## src/rtl/multicycle_ctrl.sv

```systemverilog
// Multicycle MIPS-style main controller.
// Registered control strobes; branch PC write qualified by live zero flag.
module multicycle_ctrl #(
    parameter int MEM_WAIT = 3,
    parameter bit EXC_EN   = 1
) (
    input  logic       clk,
    input  logic       reset,
    input  logic [5:0] opcode,
    input  logic [5:0] funct,
    input  logic       overflow,
    input  logic       zero,
    output logic       pc_write,
    output logic       ir_write,
    output logic       reg_write,
    output logic       mem_wr,
    output logic       alu_out_w,
    output logic       epc_write,
    output logic [1:0] alu_src_a,
    output logic [1:0] alu_src_b,
    output logic [2:0] alu_op,
    output logic [1:0] reg_dst,
    output logic [1:0] mem_to_reg,
    output logic       mux_addr,
    output logic [1:0] pc_src,
    output logic       rst_out,
    output logic [3:0] state
);

    typedef enum logic [3:0] {
        S_RST    = 4'd0,
        S_FETCH  = 4'd1,
        S_IRLOAD = 4'd2,
        S_DECODE = 4'd3,
        S_EXEC_R = 4'd4,
        S_EXEC_I = 4'd5,
        S_MADDR  = 4'd6,
        S_MEM_RD = 4'd7,
        S_MEM_WR = 4'd8,
        S_WB     = 4'd9,
        S_BRANCH = 4'd10,
        S_JUMP   = 4'd11,
        S_EXC    = 4'd12
    } state_t;

    localparam logic [3:0] WAIT    = 4'(MEM_WAIT);
    localparam logic [3:0] WAIT_M1 = 4'(MEM_WAIT - 1);

    state_t     st, st_n;
    logic [3:0] cnt, cnt_n;

    // Instruction class captured at DECODE, used by later states
    logic       is_r, is_r_n;
    logic       is_lw, is_lw_n;
    logic       is_beq, is_beq_n;
    logic       is_jal, is_jal_n;
    logic       ovf_chk, ovf_chk_n;
    logic [2:0] fn, fn_n;

    // Decoded view of the current IR fields
    logic       d_r, d_i, d_mem, d_br, d_j, d_ovf;
    logic [2:0] d_fn;

    logic       pcw_q, pcw_n;
    logic       irw_n, rw_n, mw_n, aow_n, epc_n, ma_n, rst_n_o;
    logic [1:0] sa_n, sb_n, rd_n, m2r_n, ps_n;
    logic [2:0] op_n;

    assign state = st;

    // Conditional PC write in BRANCH follows the ALU zero flag of this cycle
    assign pc_write = pcw_q
                    | ((st == S_BRANCH) & (is_beq ? zero : ~zero));

    // Classify opcode/funct into instruction groups
    always_comb begin
        d_r   = 1'b0;
        d_i   = 1'b0;
        d_mem = 1'b0;
        d_br  = 1'b0;
        d_j   = 1'b0;
        d_ovf = 1'b0;
        d_fn  = 3'b001;
        case (opcode)
            6'd0: begin
                case (funct)
                    6'd32: begin d_r = 1'b1; d_fn = 3'b001; d_ovf = 1'b1; end
                    6'd34: begin d_r = 1'b1; d_fn = 3'b010; d_ovf = 1'b1; end
                    6'd36: begin d_r = 1'b1; d_fn = 3'b011; end
                    6'd42: begin d_r = 1'b1; d_fn = 3'b111; end
                    default: ;
                endcase
            end
            6'd8:  begin d_i = 1'b1; d_ovf = 1'b1; end
            6'd10: begin d_i = 1'b1; d_fn = 3'b111; end
            6'd35, 6'd43: d_mem = 1'b1;
            6'd4,  6'd5:  d_br  = 1'b1;
            6'd2,  6'd3:  d_j   = 1'b1;
            default: ;
        endcase
    end

    // Next state, wait counter and captured instruction class
    always_comb begin
        st_n      = st;
        cnt_n     = cnt + 4'd1;
        is_r_n    = is_r;
        is_lw_n   = is_lw;
        is_beq_n  = is_beq;
        is_jal_n  = is_jal;
        ovf_chk_n = ovf_chk;
        fn_n      = fn;
        unique case (st)
            S_RST: begin
                if (cnt != 4'd0)
                    st_n = S_FETCH;
            end
            S_FETCH: begin
                if (cnt >= WAIT_M1)
                    st_n = S_IRLOAD;
            end
            S_IRLOAD: st_n = S_DECODE;
            S_DECODE: begin
                is_r_n    = d_r;
                is_lw_n   = (opcode == 6'd35);
                is_beq_n  = (opcode == 6'd4);
                is_jal_n  = (opcode == 6'd3);
                ovf_chk_n = d_ovf;
                fn_n      = d_fn;
                if (d_r)
                    st_n = S_EXEC_R;
                else if (d_i)
                    st_n = S_EXEC_I;
                else if (d_mem)
                    st_n = S_MADDR;
                else if (d_br)
                    st_n = S_BRANCH;
                else if (d_j)
                    st_n = S_JUMP;
                else
                    st_n = EXC_EN ? S_EXC : S_FETCH;
            end
            S_EXEC_R, S_EXEC_I: begin
                if (EXC_EN && overflow && ovf_chk)
                    st_n = S_EXC;
                else
                    st_n = S_WB;
            end
            S_MADDR:  st_n = is_lw ? S_MEM_RD : S_MEM_WR;
            S_MEM_RD: begin
                if (cnt >= WAIT)
                    st_n = S_FETCH;
            end
            S_MEM_WR: begin
                if (cnt >= WAIT_M1)
                    st_n = S_FETCH;
            end
            S_WB, S_BRANCH, S_JUMP, S_EXC: st_n = S_FETCH;
            default: st_n = S_RST;
        endcase
        if (st_n != st)
            cnt_n = 4'd0;
    end

    // Control word for the state about to be entered
    always_comb begin
        pcw_n   = 1'b0;
        irw_n   = 1'b0;
        rw_n    = 1'b0;
        mw_n    = 1'b0;
        aow_n   = 1'b0;
        epc_n   = 1'b0;
        ma_n    = 1'b0;
        rst_n_o = 1'b0;
        sa_n    = 2'd0;
        sb_n    = 2'd0;
        rd_n    = 2'd0;
        m2r_n   = 2'd0;
        ps_n    = 2'd0;
        op_n    = 3'b000;
        unique case (st_n)
            S_RST: rst_n_o = 1'b1;
            S_FETCH: begin
                sb_n = 2'd1;
                op_n = 3'b001;
            end
            S_IRLOAD: begin
                irw_n = 1'b1;
                pcw_n = 1'b1;
                sb_n  = 2'd1;
                op_n  = 3'b001;
            end
            S_DECODE: begin
                sb_n  = 2'd3;
                op_n  = 3'b001;
                aow_n = 1'b1;
            end
            S_EXEC_R: begin
                sa_n  = 2'd1;
                op_n  = fn_n;
                aow_n = 1'b1;
            end
            S_EXEC_I, S_MADDR: begin
                sa_n  = 2'd1;
                sb_n  = 2'd2;
                op_n  = (st_n == S_MADDR) ? 3'b001 : fn_n;
                aow_n = 1'b1;
            end
            S_MEM_RD: begin
                if (cnt_n < WAIT) begin
                    ma_n = 1'b1;
                end else begin
                    rw_n  = 1'b1;
                    m2r_n = 2'd1;
                end
            end
            S_MEM_WR: begin
                if (cnt_n == 4'd0) begin
                    ma_n = 1'b1;
                    mw_n = 1'b1;
                end
            end
            S_WB: begin
                rw_n = 1'b1;
                rd_n = is_r_n ? 2'd1 : 2'd0;
            end
            S_BRANCH: begin
                sa_n = 2'd1;
                op_n = 3'b010;
                ps_n = 2'd1;
            end
            S_JUMP: begin
                pcw_n = 1'b1;
                ps_n  = 2'd2;
                if (is_jal_n) begin
                    rw_n = 1'b1;
                    rd_n = 2'd2;
                end
            end
            S_EXC: begin
                epc_n = 1'b1;
                pcw_n = 1'b1;
                ps_n  = 2'd3;
            end
            default: ;
        endcase
    end

    // State, counter and registered outputs; reset overrides everything
    always_ff @(posedge clk) begin
        if (reset) begin
            st         <= S_RST;
            cnt        <= 4'd0;
            is_r       <= 1'b0;
            is_lw      <= 1'b0;
            is_beq     <= 1'b0;
            is_jal     <= 1'b0;
            ovf_chk    <= 1'b0;
            fn         <= 3'b000;
            pcw_q      <= 1'b0;
            ir_write   <= 1'b0;
            reg_write  <= 1'b0;
            mem_wr     <= 1'b0;
            alu_out_w  <= 1'b0;
            epc_write  <= 1'b0;
            mux_addr   <= 1'b0;
            rst_out    <= 1'b1;
            alu_src_a  <= 2'd0;
            alu_src_b  <= 2'd0;
            alu_op     <= 3'b000;
            reg_dst    <= 2'd0;
            mem_to_reg <= 2'd0;
            pc_src     <= 2'd0;
        end else begin
            st         <= st_n;
            cnt        <= cnt_n;
            is_r       <= is_r_n;
            is_lw      <= is_lw_n;
            is_beq     <= is_beq_n;
            is_jal     <= is_jal_n;
            ovf_chk    <= ovf_chk_n;
            fn         <= fn_n;
            pcw_q      <= pcw_n;
            ir_write   <= irw_n;
            reg_write  <= rw_n;
            mem_wr     <= mw_n;
            alu_out_w  <= aow_n;
            epc_write  <= epc_n;
            mux_addr   <= ma_n;
            rst_out    <= rst_n_o;
            alu_src_a  <= sa_n;
            alu_src_b  <= sb_n;
            alu_op     <= op_n;
            reg_dst    <= rd_n;
            mem_to_reg <= m2r_n;
            pc_src     <= ps_n;
        end
    end

endmodule

```

## config.mk

```make
export PLATFORM = sky130hd
export DESIGN_NAME = multicycle_ctrl
export DESIGN_NICKNAME = d
export VERILOG_FILES = /design/src/rtl/multicycle_ctrl.sv
export SDC_FILE = /design/constraint.sdc
export NUM_CORES = 1
export LEC_CHECK = 0
export CORE_MARGIN = 1.5
export CORE_UTILIZATION = 50
export DETAILED_ROUTE_END_ITERATION = 10
export PLACE_DENSITY = 0.79
export SLEW_MARGIN = 10
export SYNTH_ARGS = -nofsm -noshare
export SYNTH_HDL_FRONTEND = slang
export SYNTH_SLANG_ARGS = --single-unit
```

## constraint.sdc

```tcl
create_clock -name clk -period 3.15 [get_ports clk]
set_clock_uncertainty 0.05 [all_clocks]
set_input_delay 0.4725 -clock clk [delete_from_list [all_inputs] [get_ports clk]]
set_output_delay 0.4725 -clock clk [all_outputs]
set_load 0.005 [all_outputs]
```

### After elaboration in Yosys (flattened, before gate mapping)

Cells that the tools add are included.
W data, S select, Z words.

* ROM bits: 0
* bits in latches: 0
* register bits after elaboration: 37
* output and inout bits: 25
* word-level logic and storage cells: 137
* bits of input ports: 16
* RAM bits: 0
* memories: 0

* $lt $le $gt $ge: 3
* shift operators: 0
* divide/modulo/power cells: 0
* multiply operators: 0
* mux-type cells: 47
* eq/ne operators: 37
* reductions and logical operators: 22
* $add $sub $neg: 1
* bitwise gates (word level): 5

Operator list (count)
* $eq A4 B4 Y1 const B: 10
* $eq A6 B6 Y1 const B: 6
* $mux W4: 9
* $pmux W4 S9: 1
* $eq A4 B3 Y1 const B: 8
* $mux W1: 22
* $reduce_or A2 Y1: 10
* $eq A4 B2 Y1 const B: 4
* $reduce_or A4 Y1: 4
* $mux W3: 5
* $eq A6 B2 Y1 const B: 2
* $eq A6 B3 Y1 const B: 2
* $eq A6 B4 Y1 const B: 2
* $logic_not A4 Y1: 3
* $pmux W2 S3: 2
* $pmux W3 S4: 1
* $pmux W3 S3: 1
* $eq A4 B1 Y1 const B: 2
* $ge A4 B2 Y1 const B: 2
* $logic_not A6 Y1: 1
* $pmux W3 S2: 1
* $reduce_or A3 Y1: 2
* $add A4 B1 Y4 const B: 1
* $lt A4 B2 Y1 const B: 1
* 10 further kinds: 13

### Longest topological paths before layout

* depth in word-level cells: 14
* mapped depth: 9
* mapped depth without buffers: 8

### Worst setup path after synthesis

No wires, ideal clock.

* path kind: reg-to-reg
* from: register cnt[0]
* to: register alu_op[1]
* cell stages (with the launch flop): 10
* required time: 2997 ps
* library setup time: 103 ps
* data arrival time: 2125 ps
* buffers on the path: 1
* clock period less this slack: 2278 ps
* slack: 872 ps
* cell sequence: dfxtp_1 -> inv_1 -> ha_1 -> nor4_2 -> a2111o_1 -> a21oi_1 -> or3_1 -> buf_2 -> o21a_1 -> a2111oi_2

* cells in the longest elaborated chain, start to end: 6
* elaborated cells on any way between the ends: 19
* those cells by class: order compare (2); eq/ne (7); mux (7); reduce/logical (3)

Ends and longest elaborated chain
* start, declared: line 50 `logic [3:0] cnt, cnt_n;`
* start signal, assigned: line 276 `cnt <= cnt_n;`
* $ge A4 B2 Y1, or another cell as far along: line 119, 155
* $mux W4, on equally long branches
* $pmux W4 S9 *: line 113 `unique case (st)`
* $eq A4 B2 Y1, or another cell as far along: line 181 `unique case (st_n)`
* $reduce_or A3 Y1 (no source line), or another cell as far along
* $pmux W3 S4 *: line 181
* end signal, assigned: line 293 `alu_op <= op_n;`
* end, declared: line 21 `output logic [2:0] alu_op,`

Mark *: on every way between the ends. The rest lies on a longest branch, timed or not.
A chain may end at the register's enable or synchronous reset.

### Worst setup path in the final report

Same ends and word-level chain as after synthesis.

==> impl_metrics.py <==
metrics = {
    "outcome": {
        "status": "complete, no violations",
    },
    "floorplanning": {
        "die_w_um": 63.5,
        "start_util": 0.537,
        "dieHeight_um": 63.5,
        "io_pins": 41,
        "dieArea_mm2": 0.00404,
        "design.core.area_mm2": 0.00342,
        "rows": 21,
    },
    "yosys": {
        "synth_cell_types": 57,
        "synth_top_area_cell": "dfxtp_1",
        "synth-main-ff-cell": "dfxtp_1",
        "syn_inst": 218,
        "synthXorXnorAreaFrac": 0.0287,
        "ys_async_sr_fraction": 0,
        "synth_compound_area_frac": 0.208,
        "synth_adder_area_share": 0.0205,
        "ys_seq_area_frac": 0.371,
        "yosysTopAreaCellShare": 0.371,
        "syn_area_per_cell_um2": 8.41,
        "synth_top_family_by_area": "simple AND/OR/NAND/NOR gates",
        "synth_area_leaders": "dfxtp_1 37%, nor2_1 4.5%, nand2_1 3.7%, o21ai_0 3.5%, xnor2_1 2.9%",
        "ys_warn_count": 0,
        "ys_ff_latch": 34,
        "synth_commonest_cells": "34 x dfxtp_1, 22 x nor2_1, 18 x nand2_1, 13 x o21ai_0, 10 x a21oi_1",
        "synth.most_common_cell": "dfxtp_1",
        "synth-edff-count": 0,
        "synth.area.mux_share": 0,
        "synthSimpleGateAreaFrac": 0.318,
        "netlist_area_mm2": 0.00183,
    },
    "sta": {
        "post-route-min-period_ns": 2.58,
        "tightest_slew_ns": 0.632,
        "maxSlewHeadroom": 0.576,
        "finalSetupTns_ns": 0,
        "timing.fmax_ghz": 0.388,
        "rsz0062_at_grt": "false",
        "period_share": 0.818,
        "timing.final.ws_setup_ns": 0.573,
        "slew_viol_final": 0,
        "hold_viol": 0,
        "setup_viol": 0,
    },
    "clock_network": {
        "htreeDepth": 2,
        "cts_resized": 0,
        "clkLatencyLatePin_ns": 0.33,
        "cts_tree": "built",
        "clockBufferDepth": 2,
        "cts-buffers-inserted": 5,
        "root_buffer": "clkbuf_4",
        "clk_pin_slew_ns": 0.11,
        "cts_hold_repair.buffers": 0,
        "cts_sinks": 34,
        "cts_setup_buffers": 0,
    },
    "global_route": {
        "grt_pass1_vias": 1551,
        "grt_pass1_wl_mm": 7.09,
        "antenna_found_initial": 0,
        "grt_max_degree": 19,
        "overflow": 0,
        "grt_use_total": 0.223,
    },
    "critical_path": {
        "crit_arrival_ns": 2.77,
        "cp_max_fo": 8,
        "worstSetupEndpointType": "flop",
        "critPathMaxStageDelay_ns": 0.55,
        "crit_chain": "inv_1 -> ha_1 -> nor4_2 -> a2111o_1 -> a21oi_1 -> or3_1 -> o21a_1 -> a2111oi_2",
        "critPathSlowestCell": "or3_1",
        "r2r-start": "cnt[0]",
        "cp-startpoint": "cnt[0]",
        "crit_end": "alu_op[1]",
        "r2r_cells": 8,
        "rr_endpoint": "alu_op[1]",
        "cp-start-kind": "flop",
        "criticalPathCategory": "flop to flop",
        "cp.required_ns": 3.34,
        "r2r_slack_ns": 0.57,
    },
    "job": {
        "drv_cap": 0,
    },
    "place": {
        "post-place-ws_ns": 0.282,
        "place_hpwl_mm": 3.12,
        "placed_area_mm2": 0.00222,
        "routabilityCongestion": 0.868,
        "port_buffers": 38,
    },
    "power_and_ir_drop": {
        "peakVddDrop_mv": 0.284,
        "p_per_area_mw_per_mm2": 641,
        "p_leak_nw": 0.823,
    },
    "cells_and_area": {
        "finalNetCount": 272,
        "fin_area_mm2": 0.00229,
        "drive_above_1_share": 0.0866,
        "antenna_cells": 0,
        "nFillCells": 288,
        "syn_to_final_growth_pct": 24.8,
    },
    "route": {
        "drt_iter0_markers": 104,
        "wl_mm": 4.18,
        "drc": 0,
        "detail_route.wl_per_cell_um": 13.9,
        "dr.pass1.iters": 4,
        "vias": 1722,
        "drtAntennaViolNets": 0,
        "avgViaCountPerCell": 5.74,
    },
    "worst_hold_path": {
        "hp-class": "flop to flop",
    },
}
-- routing by layer --
layer / track usage / routed length (um)
met1: 0.292 / 1920
met2: 0.361 / 1950
met3: 0.0554 / 249
met4: 0.0734 / 68
met5: 0 / 0
-- cells in the final DEF, fill, tap and decap left out, drive strengths merged, types with 8 or more instances in the layout --
cell	count
nand2	18
nand3	8
dfxtp	34
nor3	9
a21oi	11
clkdlybuf4s50	38
nor2	23
o21ai	14
-- where the power goes --
group          switching [mW]  leakage [nW]  internal, mW  total (mW)
Combinational           0.369         0.513         0.279       0.648
Clock                   0.149        0.0343         0.107       0.256
Sequential             0.0734         0.276         0.488       0.562
Total                   0.592         0.823         0.874        1.47
-- area by class of cell --
| cell class | instances | area, um2 | share of cell area |
|---|---|---|---|
| inverters | 3 | 11.3 | 0.00492 |
| well taps | 46 | 57.6 | 0.0252 |
| clock buffers | 6 | 51.3 | 0.0224 |
| clock inverters | 2 | 12.5 | 0.00547 |
| flip-flops and latches | 34 | 681 | 0.297 |
| repair buffers | 42 | 410 | 0.179 |
| multi-input cells | 167 | 1060 | 0.465 |
-- through the flow --
step	utilization	hold slack, ns	power (mW)	instances
2_1_floorplan	-	0.381	1.02	220
3_3_place_gp	0.651	0.393	1.20	292
3_5_place_dp	0.651	0.404	1.21	292
4_1_cts	0.670	0.425	1.47	300
5_1_grt	0.670	0.442	1.57	300
6_report	0.670	0.424	1.47	300
-- worst max-delay path: cells and delay by family (launching register included) --
kind	cells	cell delay, ns
adder cells (fa/ha/maj)	1	0.22
AND/OR/NAND/NOR	2	0.84
buffers and inverters	1	0.11
AO/OA/AOI/OAI	4	0.85
flip-flops	1	0.42
-- cells by family (layout without fill, tap and decap cells) --
logic type | count (synthesis) | after routing
XOR/XNOR | 6 | 6
adder cells (fa/ha/maj) | 3 | 3
buffers and inverters | 19 | 53
flip-flops | 34 | 34
AND/OR/NAND/NOR | 102 | 102
other | 1 | 3
AO/OA/AOI/OAI | 53 | 53
-- worst min path at each step --
stage	startpoint	endpoint	cells after the start
after floorplan	is_jal	is_jal	2
after global placement	ovf_chk	ovf_chk	2
after detailed placement	is_jal	is_jal	2
after CTS	is_jal	is_jal	2
after global routing	ovf_chk	ovf_chk	2
final	ovf_chk	ovf_chk	2
Note: power is estimated with default switching activity, not from simulation.
